`src/rtl/inv_mix_columns_if.sv`:
```
// Block handshake and data bus for the AES inverse-mix-columns stage.
// The round controller uses the master modport; the stage uses the slave modport.
interface inv_mix_columns_if;
    logic             new_block_in;
    logic             bypass_in;
    logic [15:0][7:0] block_in;
    logic [15:0][7:0] inv_mixed_block_out;
    logic             valid_out;
    logic             ready_out;

    modport master (
        output new_block_in,
        output bypass_in,
        output block_in,
        input  inv_mixed_block_out,
        input  valid_out,
        input  ready_out
    );

    modport slave (
        input  new_block_in,
        input  bypass_in,
        input  block_in,
        output inv_mixed_block_out,
        output valid_out,
        output ready_out
    );
endinterface

```
`src/rtl/inv_mix_columns.sv`:
```
// AES InvMixColumns on a 128-bit block, one 4-byte column per cycle.
// When bypass is set, the block passes through unchanged with the same latency.
module inv_mix_columns (
    input  logic               clk_in,
    input  logic               rst_n_in,
    inv_mix_columns_if.slave   bus
);

    typedef enum logic [1:0] {
        IDLE   = 2'd0,
        COLUMN = 2'd1,
        OUTPUT = 2'd2
    } state_t;

    state_t           state;
    state_t           state_next;
    logic [1:0]       col;
    logic [15:0][7:0] saved_block;
    logic             saved_bypass;
    logic [15:0][7:0] internal;
    logic [3:0][7:0]  col_in;
    logic [3:0][7:0]  col_result;

    function automatic logic [7:0] xtime(input logic [7:0] b);
        return {b[6:0], 1'b0} ^ (b[7] ? 8'h1b : 8'h00);
    endfunction

    // Coefficients 09/0b/0d/0e are formed from the x2, x4, x8 xtime chain.
    function automatic logic [3:0][7:0] inv_column(input logic [3:0][7:0] a);
        logic [3:0][7:0] m9, mb, md, me;
        logic [7:0]      x2, x4, x8;
        logic [3:0][7:0] r;
        for (int i = 0; i < 4; i++) begin
            x2    = xtime(a[i]);
            x4    = xtime(x2);
            x8    = xtime(x4);
            m9[i] = x8 ^ a[i];
            mb[i] = x8 ^ x2 ^ a[i];
            md[i] = x8 ^ x4 ^ a[i];
            me[i] = x8 ^ x4 ^ x2;
        end
        r[0] = me[0] ^ mb[1] ^ md[2] ^ m9[3];
        r[1] = m9[0] ^ me[1] ^ mb[2] ^ md[3];
        r[2] = md[0] ^ m9[1] ^ me[2] ^ mb[3];
        r[3] = mb[0] ^ md[1] ^ m9[2] ^ me[3];
        return r;
    endfunction

    assign col_in     = saved_block[{col, 2'b00} +: 4];
    assign col_result = saved_bypass ? col_in : inv_column(col_in);

    assign bus.ready_out = (state == IDLE);

    always_ff @(posedge clk_in) begin
        if (!rst_n_in) begin
            state <= IDLE;
        end else begin
            state <= state_next;
        end
    end

    always_comb begin
        state_next = state;
        case (state)
            IDLE:    if (bus.new_block_in) state_next = COLUMN;
            COLUMN:  if (col == 2'd3) state_next = OUTPUT;
            OUTPUT:  state_next = IDLE;
            default: state_next = IDLE;
        endcase
    end

    // Datapath registers; the last column goes straight to the output register.
    always_ff @(posedge clk_in) begin
        if (!rst_n_in) begin
            col                     <= 2'd0;
            saved_block             <= '0;
            saved_bypass            <= 1'b0;
            internal                <= '0;
            bus.inv_mixed_block_out <= '0;
            bus.valid_out           <= 1'b0;
        end else begin
            bus.valid_out <= (state == COLUMN) && (col == 2'd3);
            case (state)
                IDLE: begin
                    if (bus.new_block_in) begin
                        saved_block  <= bus.block_in;
                        saved_bypass <= bus.bypass_in;
                        col          <= 2'd0;
                    end
                end
                COLUMN: begin
                    if (col != 2'd3) begin
                        internal[{col, 2'b00} +: 4] <= col_result;
                        col                         <= col + 2'd1;
                    end else begin
                        bus.inv_mixed_block_out <= {col_result, internal[11:0]};
                    end
                end
                default: ;
            endcase
        end
    end

endmodule

```
`src/flat_wrapper.sv`:
```
// flat-port wrapper written by rule: the top's interface ports become plain ports
module inv_mix_columns_flat 
  (clk_in, rst_n_in, bus_new_block_in, bus_bypass_in, bus_block_in, bus_inv_mixed_block_out, bus_valid_out, bus_ready_out);
  inv_mix_columns_if bus_i ();
  input  logic clk_in;
  input  logic rst_n_in;
  input wire logic [$bits(bus_i.new_block_in)-1:0] bus_new_block_in;
  input wire logic [$bits(bus_i.bypass_in)-1:0] bus_bypass_in;
  input wire logic [$bits(bus_i.block_in)-1:0] bus_block_in;
  output wire logic [$bits(bus_i.inv_mixed_block_out)-1:0] bus_inv_mixed_block_out;
  output wire logic [$bits(bus_i.valid_out)-1:0] bus_valid_out;
  output wire logic [$bits(bus_i.ready_out)-1:0] bus_ready_out;
  assign bus_i.new_block_in = bus_new_block_in;
  assign bus_i.bypass_in = bus_bypass_in;
  assign bus_i.block_in = bus_block_in;
  assign bus_inv_mixed_block_out = bus_i.inv_mixed_block_out;
  assign bus_valid_out = bus_i.valid_out;
  assign bus_ready_out = bus_i.ready_out;
  inv_mix_columns u_core (.clk_in(clk_in), .rst_n_in(rst_n_in), .bus(bus_i));
endmodule
```
`config.mk`:
```
export PLATFORM = sky130hd
export DESIGN_NAME = inv_mix_columns_flat
export DESIGN_NICKNAME = d
export VERILOG_FILES = /design/src/rtl/inv_mix_columns_if.sv /design/src/rtl/inv_mix_columns.sv /design/src/flat_wrapper.sv
export SDC_FILE = /design/constraint.sdc
export NUM_CORES = 1
export LEC_CHECK = 0
export ABC_AREA = 0
export BUFFER_PORTS_ARGS = -buffer_cell sky130_fd_sc_hd__buf_2
export CAP_MARGIN = 10
export CORE_ASPECT_RATIO = 1.75
export CORE_MARGIN = 5
export CORE_UTILIZATION = 45
export CTS_CLUSTER_DIAMETER = 40
export DETAILED_ROUTE_END_ITERATION = 12
export GPL_TIMING_DRIVEN = 0
export PLACE_DENSITY = 0.66
export SLEW_MARGIN = 20
export SYNTH_ARGS = -nofsm -noshare
export SYNTH_HDL_FRONTEND = slang
export SYNTH_SLANG_ARGS = --single-unit
```
`constraint.sdc`:
```
create_clock -name clk_in -period 5.95 [get_ports clk_in]
set_input_delay 1.19 -clock clk_in [delete_from_list [all_inputs] [get_ports clk_in]]
set_output_delay 1.19 -clock clk_in [all_outputs]
set_load 0.1 [all_outputs]
```
==> out/qor.yml <==
syn_inst: 1746
synth-simple-area-share_pct: 15.44
grt_pass1_vias: 13260
area.growth.synth_to_final_pct: 20.49
wl_met2_um: 28530
finalSetupViolCount: 0
drtIter0Drc: 831
r2r_slack_ns: 1.60
slowest_delay_ns: 0.73
path_cells: "buf_2 > buf_2 > mux4_2 > buf_2 > xor2_1 > xnor3_1 > xor2_1 > xnor2_1 > mux2i_1 > o21ai_0"
ys_ff_latch: 358
p_clk_share_pct: 33.6
swShare_pct: 35.27
synth_commonest_cells: "nand2_1, dfxtp_1, a21oi_1, clkbuf_1, xnor2_1"
combPwrFrac_pct: 31.3
fin_util_pct: 54.68
period_share_pct: 73.07
hold_end: "u_core.bus.inv_mixed_block_out[37]$_SDFFE_PN0P_"
startpoint: "u_core.col[1]$_SDFFE_PN0P_"
worstPathMaxFanout: 10
cts_root_buf: "clkbuf_16"
synth_compound_area_share_pct: 13.90
power_frac_seq_pct: 35.1
dp_hpwl_um: 41780
r2r_start: "u_core.col[1]$_SDFFE_PN0P_"
drv_slew: 0
wl_met1_um: 18450
num_vias: 13340
detail_route.wl_per_cell_um: 20.88
met3_length_um: 2825
synthAdderAreaFrac_pct: 0.4014
overflow: 0
power_density_mw_per_mm2: 386.3
worst_slew_pin_slew_ns: 1.240
fillers: 3281
highest_layer: "met4"
slowest_stage: "mux2i_1"
max-vdd-ir-drop_mv: 0.2618
insertion_delay_ns: 0.56
critPathLaunchType: "register"
drtAntennaViolNets: 0
clkSinkCount: 358
crit_required_ns: 6.36
regArea_mm2: 0.007167
coreArea_mm2: 0.03435
final_area_mm2: 0.01878
cts_buffers: 39
avgSynthCellArea_um2: 8.927
ioPinCount: 262
status: "completed"
yosysTopAreaCellShare_pct: 45.98
cp_top_family: "XOR/XNOR gates"
p_leak_nw: 7.507
hold_path_class: "register to register"
path_buf_inv: 3
synth_edf_count: 0
grt_pass1_wl_um: 77310
cts.clk_slew.worst_paths_ns: 0.07
seq_area_frac_synth_pct: 45.98
io_buffers: 260
async_flop_share_pct: 0
post_cts_resized: 0
synth_top_family_by_area: "simple AND/OR/NAND/NOR gates"
fmax_mhz: 230.0
insertedDiodeCount: 0
place_congestion: 0.9652
start_util_pct: 45.38
drive_above_1_share_pct: 19.08
placed_cell_area_mm2: 0.01747
clock_skew_ns: 0.03805
ys_types: 45
critical_path_arrival_ns: 4.75
synthTopCellsByArea: "dfxtp_1, nand2_1, a21oi_1, xnor3_1, xnor2_1"
clockBufferDepth: 3
min_path_cells: 2
hold_viol_final: 0
synth_warnings: 0
grtUsageTotal_pct: 26.64
cts_tree: "built"
cts_setup_buffers: 0
synth_xor_area_share_pct: 14.50
fin_setup_tns_ns: 0
die_area_mm2: 0.03860
drc: 0
muxShareOfSynthArea_pct: 5.844
grt_start_max_net_pins: 16
rsz0062_at_grt: "no"
p_switching_mw: 2.559
yosysMostFrequentCell: "nand2_1"
path_common_cell: "buf_2"
synth-main-ff-cell: "dfxtp_1"
cap_violations: 0
syn-num-nets: 1883
worstRegToRegCells: 10
timing.hold.ws_ns: 0.4510
dr.pass1.iters: 5
crit_path_end_kind: "register"
power.internal_mw: 4.696
multi_input_area_mm2: 0.007816
critical_path_class: "register to register"
die_h_um: 256.2
syn_area_mm2: 0.01559
rows: 90
drt_wl_total_um: 52950
timing.rr.end: "u_core.internal[38]$_SDFFE_PN0P_"
die_w_um: 150.7
via_per_inst: 5.258
holdBufCountCts: 0
cts_htree_levels: 2
finalNetCount: 2184
period_minus_slack_ns: 4.348
min_from: "u_core.bus.inv_mixed_block_out[37]$_SDFFE_PN0P_"
dp.cells: 2466
yosysTopAreaCell: "dfxtp_1"
instances_no_fill: 2536
max-slew-margin-rel_pct: 16.48
antenna_found_initial: 0
-- per-layer routing --
metal | vias up | global-route usage, %
met5 | - | 0
li1 | 6429 | -
met2 | 509 | 50.31
met4 | 0 | 14.27
met3 | 140 | 3.604
met1 | 6257 | 27.80
-- worst register-to-register path: stages, from the launching register on --
cell     delay, ns
dfxtp_1       0.37
buf_2         0.28
buf_2         0.40
mux4_2        0.36
buf_2         0.23
xor2_1        0.54
xnor3_1       0.54
xor2_1        0.41
xnor2_1       0.14
mux2i_1       0.73
o21ai_0       0.23
-- stage by stage --
| stage | total power [mW] | setup WS [ns] |
|---|---|---|
| floorplan | 3.957 | 2.962 |
| global placement | 4.801 | 1.757 |
| detailed placement | 4.809 | 1.654 |
| CTS | 7.224 | 1.655 |
| global route | 7.413 | 1.575 |
| finish | 7.255 | 1.602 |
-- area by class of cell --
| cell class | instances | share of cell area, % |
|---|---|---|
| inverters | 4 | 0.07995 |
| well taps | 460 | 3.065 |
| flip-flops and latches | 358 | 38.16 |
| clock inverters | 16 | 0.9194 |
| repair buffers | 260 | 6.929 |
| plain buffers | 138 | 3.185 |
| clock buffers | 54 | 6.036 |
| multi-input cells | 1246 | 41.62 |
-- power by group through the flow --
stage,logic (mW),registers (mW),clock network [mW]
after CTS,2.22,2.55,2.46
after detailed placement,2.21,2.60,0
after global placement,2.21,2.60,0
after floorplan,1.38,2.58,0
after global routing,2.30,2.55,2.56
final,2.27,2.55,2.44
-- flip-flops by register name (all words and copies together) (netlist names) --
signal	count
u_core.saved_bypass	1
u_core.saved_block	128
u_core.bus.valid_out	1
u_core.internal	96
u_core.col	2
u_core.bus.inv_mixed_block_out	128
u_core.state	2
-- cells by family after synthesis --
family,Yosys count
AND/OR/NAND/NOR,626
AO/OA/AOI/OAI,390
flip-flops,358
XOR/XNOR,174
buffers and inverters,142
multiplexers,51
adder cells (fa/ha/maj),5
-- worst max path at each step --
stage,end,slack [ns],cells after the start
2_1_floorplan,u_core.internal[52]$_SDFFE_PN0P_,2.96,9
3_3_place_gp,u_core.internal[6]$_SDFFE_PN0P_,1.76,10
3_5_place_dp,u_core.internal[38]$_SDFFE_PN0P_,1.65,10
4_1_cts,u_core.internal[38]$_SDFFE_PN0P_,1.66,10
5_1_grt,u_core.internal[5]$_SDFFE_PN0P_,1.58,10
6_report,u_core.internal[38]$_SDFFE_PN0P_,1.60,10
-- placed cells by master (no fill, tap or decap), types with 18 or more instances in the layout --
cell,instances
nor2_1,68
a2bb2oi_1,18
xnor3_1,39
xnor2_1,92
a22oi_1,21
nand2_1,533
clkbuf_1,107
dfxtp_1,358
o21ai_0,58
buf_2,279
clkbuf_16,40
xor2_1,27
a21oi_1,251
mux2i_1,19
mux4_2,32
No activity file was read; power rests on OpenSTA's default activity.
